## src/rtl/mx_e4m3_block_encoder.sv

```systemverilog
// mx_e4m3_block_encoder
// ---------------------------------------------------------------------------
// Collects a stream of BF16 values into blocks of BLOCK_SIZE elements and
// emits one packed MXFP8 E4M3 vector per block: an E8M0 shared scale followed
// by BLOCK_SIZE E4M3 elements. Elements are converted one per cycle after the
// last input of a block has been accepted.
//
// Ports:
//   i_clk        single clock, rising edge
//   i_rst        synchronous reset, active-high
//   i_in_valid   BF16 element valid
//   o_in_ready   encoder can accept an element (only while collecting)
//   i_in_data    BF16 {sign, exp[7:0] bias 127, man[6:0]}
//   o_out_valid  packed vector valid
//   i_out_ready  consumer accepts the vector
//   o_out_vector {scale[7:0], elem[N-1]..elem[0]}; elem[0] in bits [7:0]
// ---------------------------------------------------------------------------
module mx_e4m3_block_encoder #(
    parameter int BLOCK_SIZE = 32,
    parameter int ELEM_EMAX  = 8
) (
    input  logic                      i_clk,
    input  logic                      i_rst,
    input  logic                      i_in_valid,
    output logic                      o_in_ready,
    input  logic [15:0]               i_in_data,
    output logic                      o_out_valid,
    input  logic                      i_out_ready,
    output logic [8*BLOCK_SIZE+7:0]   o_out_vector
);

    localparam int IDX_W = $clog2(BLOCK_SIZE);
    localparam logic [IDX_W-1:0] LAST_IDX = IDX_W'(BLOCK_SIZE - 1);

    typedef enum logic [1:0] {
        COLLECT,
        CONVERT,
        OUTPUT
    } state_t;

    state_t             r_state;
    state_t             w_stateNext;

    logic [15:0]        r_buf [BLOCK_SIZE];
    logic [7:0]         r_elemArr [BLOCK_SIZE];
    logic [IDX_W-1:0]   r_count;
    logic [IDX_W-1:0]   r_idx;
    logic [7:0]         r_emax;
    logic               r_nan;
    logic [7:0]         r_scale;
    logic               r_blkNan;

    logic               w_accept;
    logic [7:0]         w_inExp;
    logic [7:0]         w_emaxNext;
    logic               w_nanNext;
    logic signed [8:0]  w_scaleDiff;
    logic [7:0]         w_scaleNext;

    logic [15:0]        w_cur;
    logic signed [9:0]  w_d;
    logic signed [9:0]  w_shift;
    logic [7:0]         w_sig;
    logic [2:0]         w_subField;
    logic [7:0]         w_elem;

    // State register.
    always_ff @(posedge i_clk) begin
        if (i_rst) begin
            r_state <= COLLECT;
        end else begin
            r_state <= w_stateNext;
        end
    end

    // Next-state and handshake outputs. Input is only taken while collecting,
    // and the vector is only offered once every element has been converted.
    always_comb begin
        w_stateNext = r_state;
        o_in_ready  = 1'b0;
        o_out_valid = 1'b0;
        case (r_state)
            COLLECT: begin
                o_in_ready = 1'b1;
                if (i_in_valid && (r_count == LAST_IDX)) begin
                    w_stateNext = CONVERT;
                end
            end
            CONVERT: begin
                if (r_idx == LAST_IDX) begin
                    w_stateNext = OUTPUT;
                end
            end
            OUTPUT: begin
                o_out_valid = 1'b1;
                if (i_out_ready) begin
                    w_stateNext = COLLECT;
                end
            end
            default: w_stateNext = COLLECT;
        endcase
    end

    assign w_accept = i_in_valid && o_in_ready;
    assign w_inExp  = i_in_data[14:7];

    // Running statistics including the element being accepted this cycle, so
    // the scale can be latched on the same edge that takes the last element.
    // Zero-exponent inputs (zero and BF16 subnormals) flush to zero and so
    // must not influence the shared exponent.
    assign w_emaxNext  = ((w_inExp != 8'd0) && (w_inExp > r_emax)) ? w_inExp : r_emax;
    assign w_nanNext   = r_nan | (w_inExp == 8'hFF);
    assign w_scaleDiff = $signed({1'b0, w_emaxNext}) - 9'(ELEM_EMAX);
    assign w_scaleNext = w_nanNext ? 8'hFF : (w_scaleDiff[8] ? 8'd0 : w_scaleDiff[7:0]);

    // Element buffer; contents are always fully rewritten before use.
    always_ff @(posedge i_clk) begin
        if (w_accept) begin
            r_buf[r_count] <= i_in_data;
        end
    end

    // Block bookkeeping and the converted-element register. The per-block
    // statistics are cleared as the scale is latched so the next block starts
    // fresh while this one is still being converted.
    always_ff @(posedge i_clk) begin
        if (i_rst) begin
            r_count  <= '0;
            r_idx    <= '0;
            r_emax   <= 8'd0;
            r_nan    <= 1'b0;
            r_scale  <= 8'd0;
            r_blkNan <= 1'b0;
            for (int i = 0; i < BLOCK_SIZE; i++) begin
                r_elemArr[i] <= 8'd0;
            end
        end else begin
            case (r_state)
                COLLECT: begin
                    if (w_accept) begin
                        if (r_count == LAST_IDX) begin
                            r_count  <= '0;
                            r_idx    <= '0;
                            r_scale  <= w_scaleNext;
                            r_blkNan <= w_nanNext;
                            r_emax   <= 8'd0;
                            r_nan    <= 1'b0;
                        end else begin
                            r_count <= r_count + 1'b1;
                            r_emax  <= w_emaxNext;
                            r_nan   <= w_nanNext;
                        end
                    end
                end
                CONVERT: begin
                    r_elemArr[r_idx] <= w_elem;
                    r_idx            <= r_idx + 1'b1;
                end
                default: begin
                end
            endcase
        end
    end

    // Conversion of the element at r_idx. d is the E4M3 biased exponent after
    // removing the shared scale; since the scale is derived from the largest
    // exponent, d never exceeds 15. Truncation toward zero throughout, and the
    // top code (which would be NaN in E4M3) is clamped to 448.
    assign w_cur      = r_buf[r_idx];
    assign w_d        = $signed({2'b00, w_cur[14:7]}) - $signed({2'b00, r_scale}) + 10'sd7;
    assign w_shift    = 10'sd5 - w_d;
    assign w_sig      = {1'b1, w_cur[6:0]};
    assign w_subField = 3'(w_sig >> w_shift[2:0]);

    always_comb begin
        w_elem = 8'h00;
        if (r_blkNan) begin
            w_elem = 8'h00;
        end else if (w_cur[14:7] == 8'd0) begin
            w_elem = {w_cur[15], 7'b0};
        end else if (w_d > 10'sd0) begin
            if ((w_d == 10'sd15) && (w_cur[6:4] == 3'b111)) begin
                w_elem = {w_cur[15], 4'hF, 3'b110};
            end else begin
                w_elem = {w_cur[15], w_d[3:0], w_cur[6:4]};
            end
        end else if (w_shift >= 10'sd8) begin
            w_elem = {w_cur[15], 7'b0};
        end else begin
            w_elem = {w_cur[15], 4'b0, w_subField};
        end
    end

    // Packed output: scale on top, element 0 in the least significant byte.
    always_comb begin
        o_out_vector = '0;
        o_out_vector[8*BLOCK_SIZE +: 8] = r_scale;
        for (int i = 0; i < BLOCK_SIZE; i++) begin
            o_out_vector[8*i +: 8] = r_elemArr[i];
        end
    end

endmodule

```

## config.mk

```make
export PLATFORM = sky130hd
export DESIGN_NAME = mx_e4m3_block_encoder
export DESIGN_NICKNAME = d
export VERILOG_FILES = /design/src/rtl/mx_e4m3_block_encoder.sv
export SDC_FILE = /design/constraint.sdc
export NUM_CORES = 1
export LEC_CHECK = 0
export ABC_CLOCK_PERIOD_IN_PS = 5700
export BUFFER_PORTS_ARGS = -buffer_cell sky130_fd_sc_hd__buf_2
export CAP_MARGIN = 20
export CELL_PAD_IN_SITES_DETAIL_PLACEMENT = 0
export CELL_PAD_IN_SITES_GLOBAL_PLACEMENT = 2
export CORE_MARGIN = 2
export CORE_UTILIZATION = 40
export DETAILED_ROUTE_END_ITERATION = 8
export PLACE_DENSITY = 0.79
export SLEW_MARGIN = 20
export SYNTH_ARGS = -nofsm -noshare
export SYNTH_HDL_FRONTEND = slang
export SYNTH_SLANG_ARGS = --single-unit
```

## constraint.sdc

```tcl
create_clock -name i_clk -period 5.7 [get_ports i_clk]
set_clock_uncertainty 0.05 [all_clocks]
set_input_delay 0.57 -clock i_clk [delete_from_list [all_inputs] [get_ports i_clk]]
set_output_delay 0.57 -clock i_clk [all_outputs]
set_load 0.02 [all_outputs]
```

# Word level (Yosys, flattened, before mapping)

Memories as Yosys holds them, arrays and structs flattened. A register that Yosys moved wholly into a read port is not among the register bits.
Index checks and enable logic that the tools add are counted.

Reduce and logical (&&, ||, !) cells: 13
Equality and inequality tests: 12
Mux-type cells: 32
Bitwise gates (word level): 1
Shift operators: 1
$lt $le $gt $ge: 3
$add $sub $neg: 6

Operator list:

| cell                  | number |
|---|---|
| $mux 8                | 6 |
| $mux 5                | 6 |
| $mux 7                | 3 |
| $mux 1                | 11 |
| $add 5x1->5 const B   | 2 |
| $add 9x4->10 const B  | 1 |
| $eq 10x5->1 const B   | 1 |
| $eq 5x5->1 const B    | 2 |
| $ge 10x5->1 const B   | 1 |
| $gt 10x1->1 const B   | 1 |
| $ne 2x2->1 const B    | 5 |
| $pmux 5 s2            | 1 |
| $sub 4x10->10 const A | 1 |
| $reduce_and 3->1      | 3 |
| $sub 8x4->9 const B   | 1 |
| $sub 8x8->9           | 1 |
| $eq 8x8->1 const B    | 1 |
| $gt 8x8->1            | 1 |
| $logic_not 8->1       | 1 |
| $reduce_bool 8->1     | 1 |
| $reduce_or 8->1       | 1 |
| $shr 8x3->3           | 1 |
| $mux 2                | 3 |
| $pmux 2 s3            | 1 |
| other kinds (9)       | 12 |

Bits in registers: 30
RAM bits: 768
Memories: 2

Memories:

| memory    | words | bits a word | read ports | clocked after memory_dff | wr ports | line | text |
|---|---|---|---|---|---|---|---|
| r_buf     | 32    | 16          | 1          | 1                        | 1        | 44   | `logic [15:0] r_buf [BLOCK_SIZE];` |
| r_elemArr | 32    | 8           | 32         | 0                        | 32       | 45   | `logic [7:0] r_elemArr [BLOCK_SIZE];` |

# Longest topological paths before layout

Word-level depth: 9
Mapped depth: 25
Depth with buffers taken out: 18

# Least setup slack after synthesis

Ideal clock, no wire load.

Path kind: register -> register
From: reg with a tool-made name
To: mem r_elemArr[10][0], data pin
Setup slack: 0.201 ns
Setup time: 0.139 ns
Path buffers: 5
Cell stages (with the launch flop): 22
Arrival: 5.310 ns
Period minus slack after synthesis: 5.499 ns
Data required time: 5.511 ns
Cell sequence: dfxtp_1 -> buf_6 -> buf_12 -> buf_12 -> mux4_1 -> mux4_2 -> mux2i_1 -> fa_1 -> ha_1 -> and2_0 -> clkbuf_1 -> nor2_1 -> inv_1 -> ha_1 -> nand2b_1 -> o31ai_1 -> or4b_1 -> o311a_2 -> nor4_4 -> a211oi_4 -> buf_6 -> nor2_2

RTL lines:

| element       | line |
|---|---|
| end, declared | 45 |

==> impl_metrics.csv <==
group,metric,value,unit
cts,cts_tree,"done",
placement,portBuffers,285,
logic_synthesis,synth_mux_area_share,10.6,%
cts,clock-root-buffer,"clkbuf_16",
worst_setup_path,reg2reg_to,"r_elemArr[3][2]",
worst_setup_path,rr_worst_depth,19,
logic_synthesis,synth-xor-area-share,0.467,%
sta,drv_slew,0,
power_and_ir_drop,p_seq_share,52.2,%
sta,fmax,0.181,GHz
power_and_ir_drop,p_sw_share,23.2,%
sta,rsz0062_at_grt,"false",
sta,worst_pin_slew,950,ps
hold_path,hp-class,"input port to register",
logic_synthesis,yosysTopAreaCellShare,70.6,%
detailed_routing,drc,0,
die,die_y,290,um
detailed_routing,vias,18300,
power_and_ir_drop,power_frac_comb,7.2,%
logic_synthesis,yosys.area_share.simple,9.01,%
die,dieArea,0.0840,mm^2
worst_setup_path,crit_required,6100,ps
detailed_routing,postRouteAntennaNets,0,
placement,routabilityCongestion,0.814,
detailed_routing,dr.pass1.iters,7,
sta,hold_viol,0,
logic_synthesis,synth_top_family_by_area,"multiplexers",
logic_synthesis,syn_nets,1961,
placement,dp_hpwl,52.9,mm
grt,grt_use_total,19.7,%
grt,grt_remaining_overflow,0,
die,ioPinCount,286,
grt,grt_pass1_wl,124,mm
sta,setup-violations-final,0,
power_and_ir_drop,power,12700,uW
power_and_ir_drop,p_int,9720,uW
logic_synthesis,synth_flop_cell,"edfxtp_1",
worst_setup_path,cp-start-kind,"register",
power_and_ir_drop,power_density,330,mW/mm^2
detailed_routing,detail_route.wl_per_cell,24.5,um
sta,finalCriticalPeriod,5530,ps
sta,slew_headroom,36.3,%
logic_synthesis,syn_avg_cell_area,17.1,um^2
logic_synthesis,synth_cell_types,92,
logic_synthesis,synth-seq-area-share,72.7,%
sta,period_share,97.0,%
grt,antenna_found_initial,1,
worst_setup_path,cp.arrival,5930,ps
outcome,status,"finished, final reports clean",
logic_synthesis,synthArstFlopShare,0,%
worst_setup_path,critPathMaxFanout,32,
cells_and_area,fin_nets,2331,
detailed_routing,vias_per_cell,5.39,
logic_synthesis,synth_common_cells,"edfxtp_1, nor2_1, mux4_2, nand2_1, nor2_2",
cells_and_area,syn2layout_area_growth,17.3,%
power_and_ir_drop,ir_drop,0.000193,V
logic_synthesis,synth_top_area_cell,"edfxtp_1",
grt,grt_max_degree,59,
logic_synthesis,synthTopCellsByArea,"edfxtp_1, mux4_2, nor2_1",
cts,ctsHoldBuffers,0,
cts,clkSinkCount,803,
power_and_ir_drop,switchingPower,2940,uW
logic_synthesis,synth.most_common_cell,"edfxtp_1",
cells_and_area,layout-drive-gt1-share,31.9,%
worst_setup_path,regToRegSetupSlack,170,ps
logic_synthesis,syn_area,0.0327,mm^2
logic_synthesis,netlist_instances,1909,
die,initial_core_util,40.5,%
logic_synthesis,synth_edf_count,768,
logic_synthesis,synth_compound_area_share,3.60,%
die,num_rows,104,
power_and_ir_drop,p_leak,0.0128,uW
worst_setup_path,critPathCapture,"r_elemArr[3][2]",
die,core_area,0.0807,mm^2
cts,htree_levels,3,
cts,cts_buffer_depth,3,
logic_synthesis,ys_seq_elements,803,
logic_synthesis,synth_warnings,0,
cts,cts_buffers,80,
worst_setup_path,cp-end-kind,"register",
detailed_routing,drt_iter0_drc,1711,
sta,finalSetupTns,0,ps
job,maxCapViolations,0,
worst_setup_path,setup.worst_path.class,"register to register",
cts,clkSlewWorstSetupHoldPaths,60,ps
cts,clk_latency,660,ps
power_and_ir_drop,clockPowerShare,40.5,%
die,die_width,290,um
detailed_routing,wirelength,83.2,mm
grt,grt_pass1_vias,18500,
logic_synthesis,synthAdderAreaFrac,1.25,%
[final cells by class]
type                    count  area (um^2)
multi-input cells         982         8200
repair buffers            385         2330
diodes                      1         2.50
clock inverters            49          503
well taps                1060         1330
clock buffers              94         2080
flip-flops and latches    803        23800
fillers                  6858        42400
inverters                  27          101
[metal layers]
layer	GRT usage [%]	wire length, um	vias up
met3	3.26	5140	110
met1	26.8	35300	9433
met2	33.3	41000	674
li1	-	-	8100
met4	4.74	1730	2
met5	0	10	-
[registers in the layout (all words and copies together), names as in the netlist, named ones only]
register	flops
r_emax	8
r_blkNan	1
r_nan	1
r_idx	5
r_state	2
r_count	5
r_buf	512
r_scale	8
r_elemArr	256
[critical path: stages, from the launching register on]
cell      delay [ps]
dfxtp_4          400
buf_4            220
buf_12           210
mux4_2           530
mux4_2           510
mux2_2           310
ha_2             390
nor3b_1           70
a311o_1          280
a311oi_2         290
buf_12           180
nor4_1            50
a31o_1           250
or4b_1           520
o311a_2          150
nor4_4           270
buf_4            200
a221oi_4          80
buf_12           190
nor2_1           130
[worst min path at each step]
stage | startpoint | to | slack (ps) | cells past startpoint
finish | i_out_ready | r_state[1] | 240 | 4
global route | i_out_ready | r_state[1] | 260 | 4
CTS | i_out_ready | r_state[1] | 210 | 4
detailed placement | r_state[1] | r_state[0] | 460 | 1
global placement | r_state[1] | r_state[0] | 440 | 1
floorplan | r_state[1] | r_state[0] | 410 | 1
[layout by cell type, fill, tap and decap left out, types with 10 or more instances in the layout]
master / synthesis / routed
nor2_2: 62 / 63
inv_1: 26 / 26
o21ai_0: 13 / 13
clkinv_1: 0 / 10
buf_4: 12 / 87
nand2b_1: 40 / 40
mux2_2: 12 / 12
mux4_2: 118 / 118
dfxtp_1: 35 / 32
clkbuf_1: 49 / 13
clkinv_2: 0 / 22
nor2_1: 289 / 288
a21oi_1: 26 / 25
buf_2: 6 / 285
nand2_1: 82 / 80
mux2i_1: 43 / 42
a22oi_1: 41 / 41
ha_1: 31 / 29
and3_1: 10 / 10
nor3b_1: 10 / 10
clkbuf_16: 0 / 81
buf_12: 3 / 12
edfxtp_1: 768 / 768
nand3_1: 18 / 18
nor3_1: 20 / 20
[logic make-up after synthesis]
group | after synthesis
AO/OA/AOI/OAI | 150
flip-flops | 803
AND/OR/NAND/NOR | 606
multiplexers | 183
buffers and inverters | 124
XOR/XNOR | 11
adder cells (fa/ha/maj) | 32
[power groups by stage]
stage | sequential, uW | clock [uW] | combinational (uW)
after floorplan | 6850 | 0 | 419
after global placement | 6730 | 0 | 894
after detailed placement | 6730 | 0 | 907
after CTS | 6610 | 5220 | 910
after global routing | 6620 | 5470 | 975
final | 6610 | 5130 | 914
[timing repair]
action	in CTS	in global routing
setup endpoints to repair	0	96
endpoints found under the hold margin	0	0
gates resized for setup	0	13
setup buffers	0	8
[through the flow]
stage	instance area, um^2	instances	setup WS, ps	hold slack [ps]	util (%)
2_1_floorplan	32700	1909	201	412	-
3_3_place_gp	35600	3249	202	443	44.2
3_5_place_dp	35600	3249	136	456	44.2
4_1_cts	38200	3392	76.5	209	47.4
5_1_grt	38300	3400	6.29	260	47.5
6_report	38300	3401	173	236	47.5
Note: power is estimated with default switching activity, not from simulation.
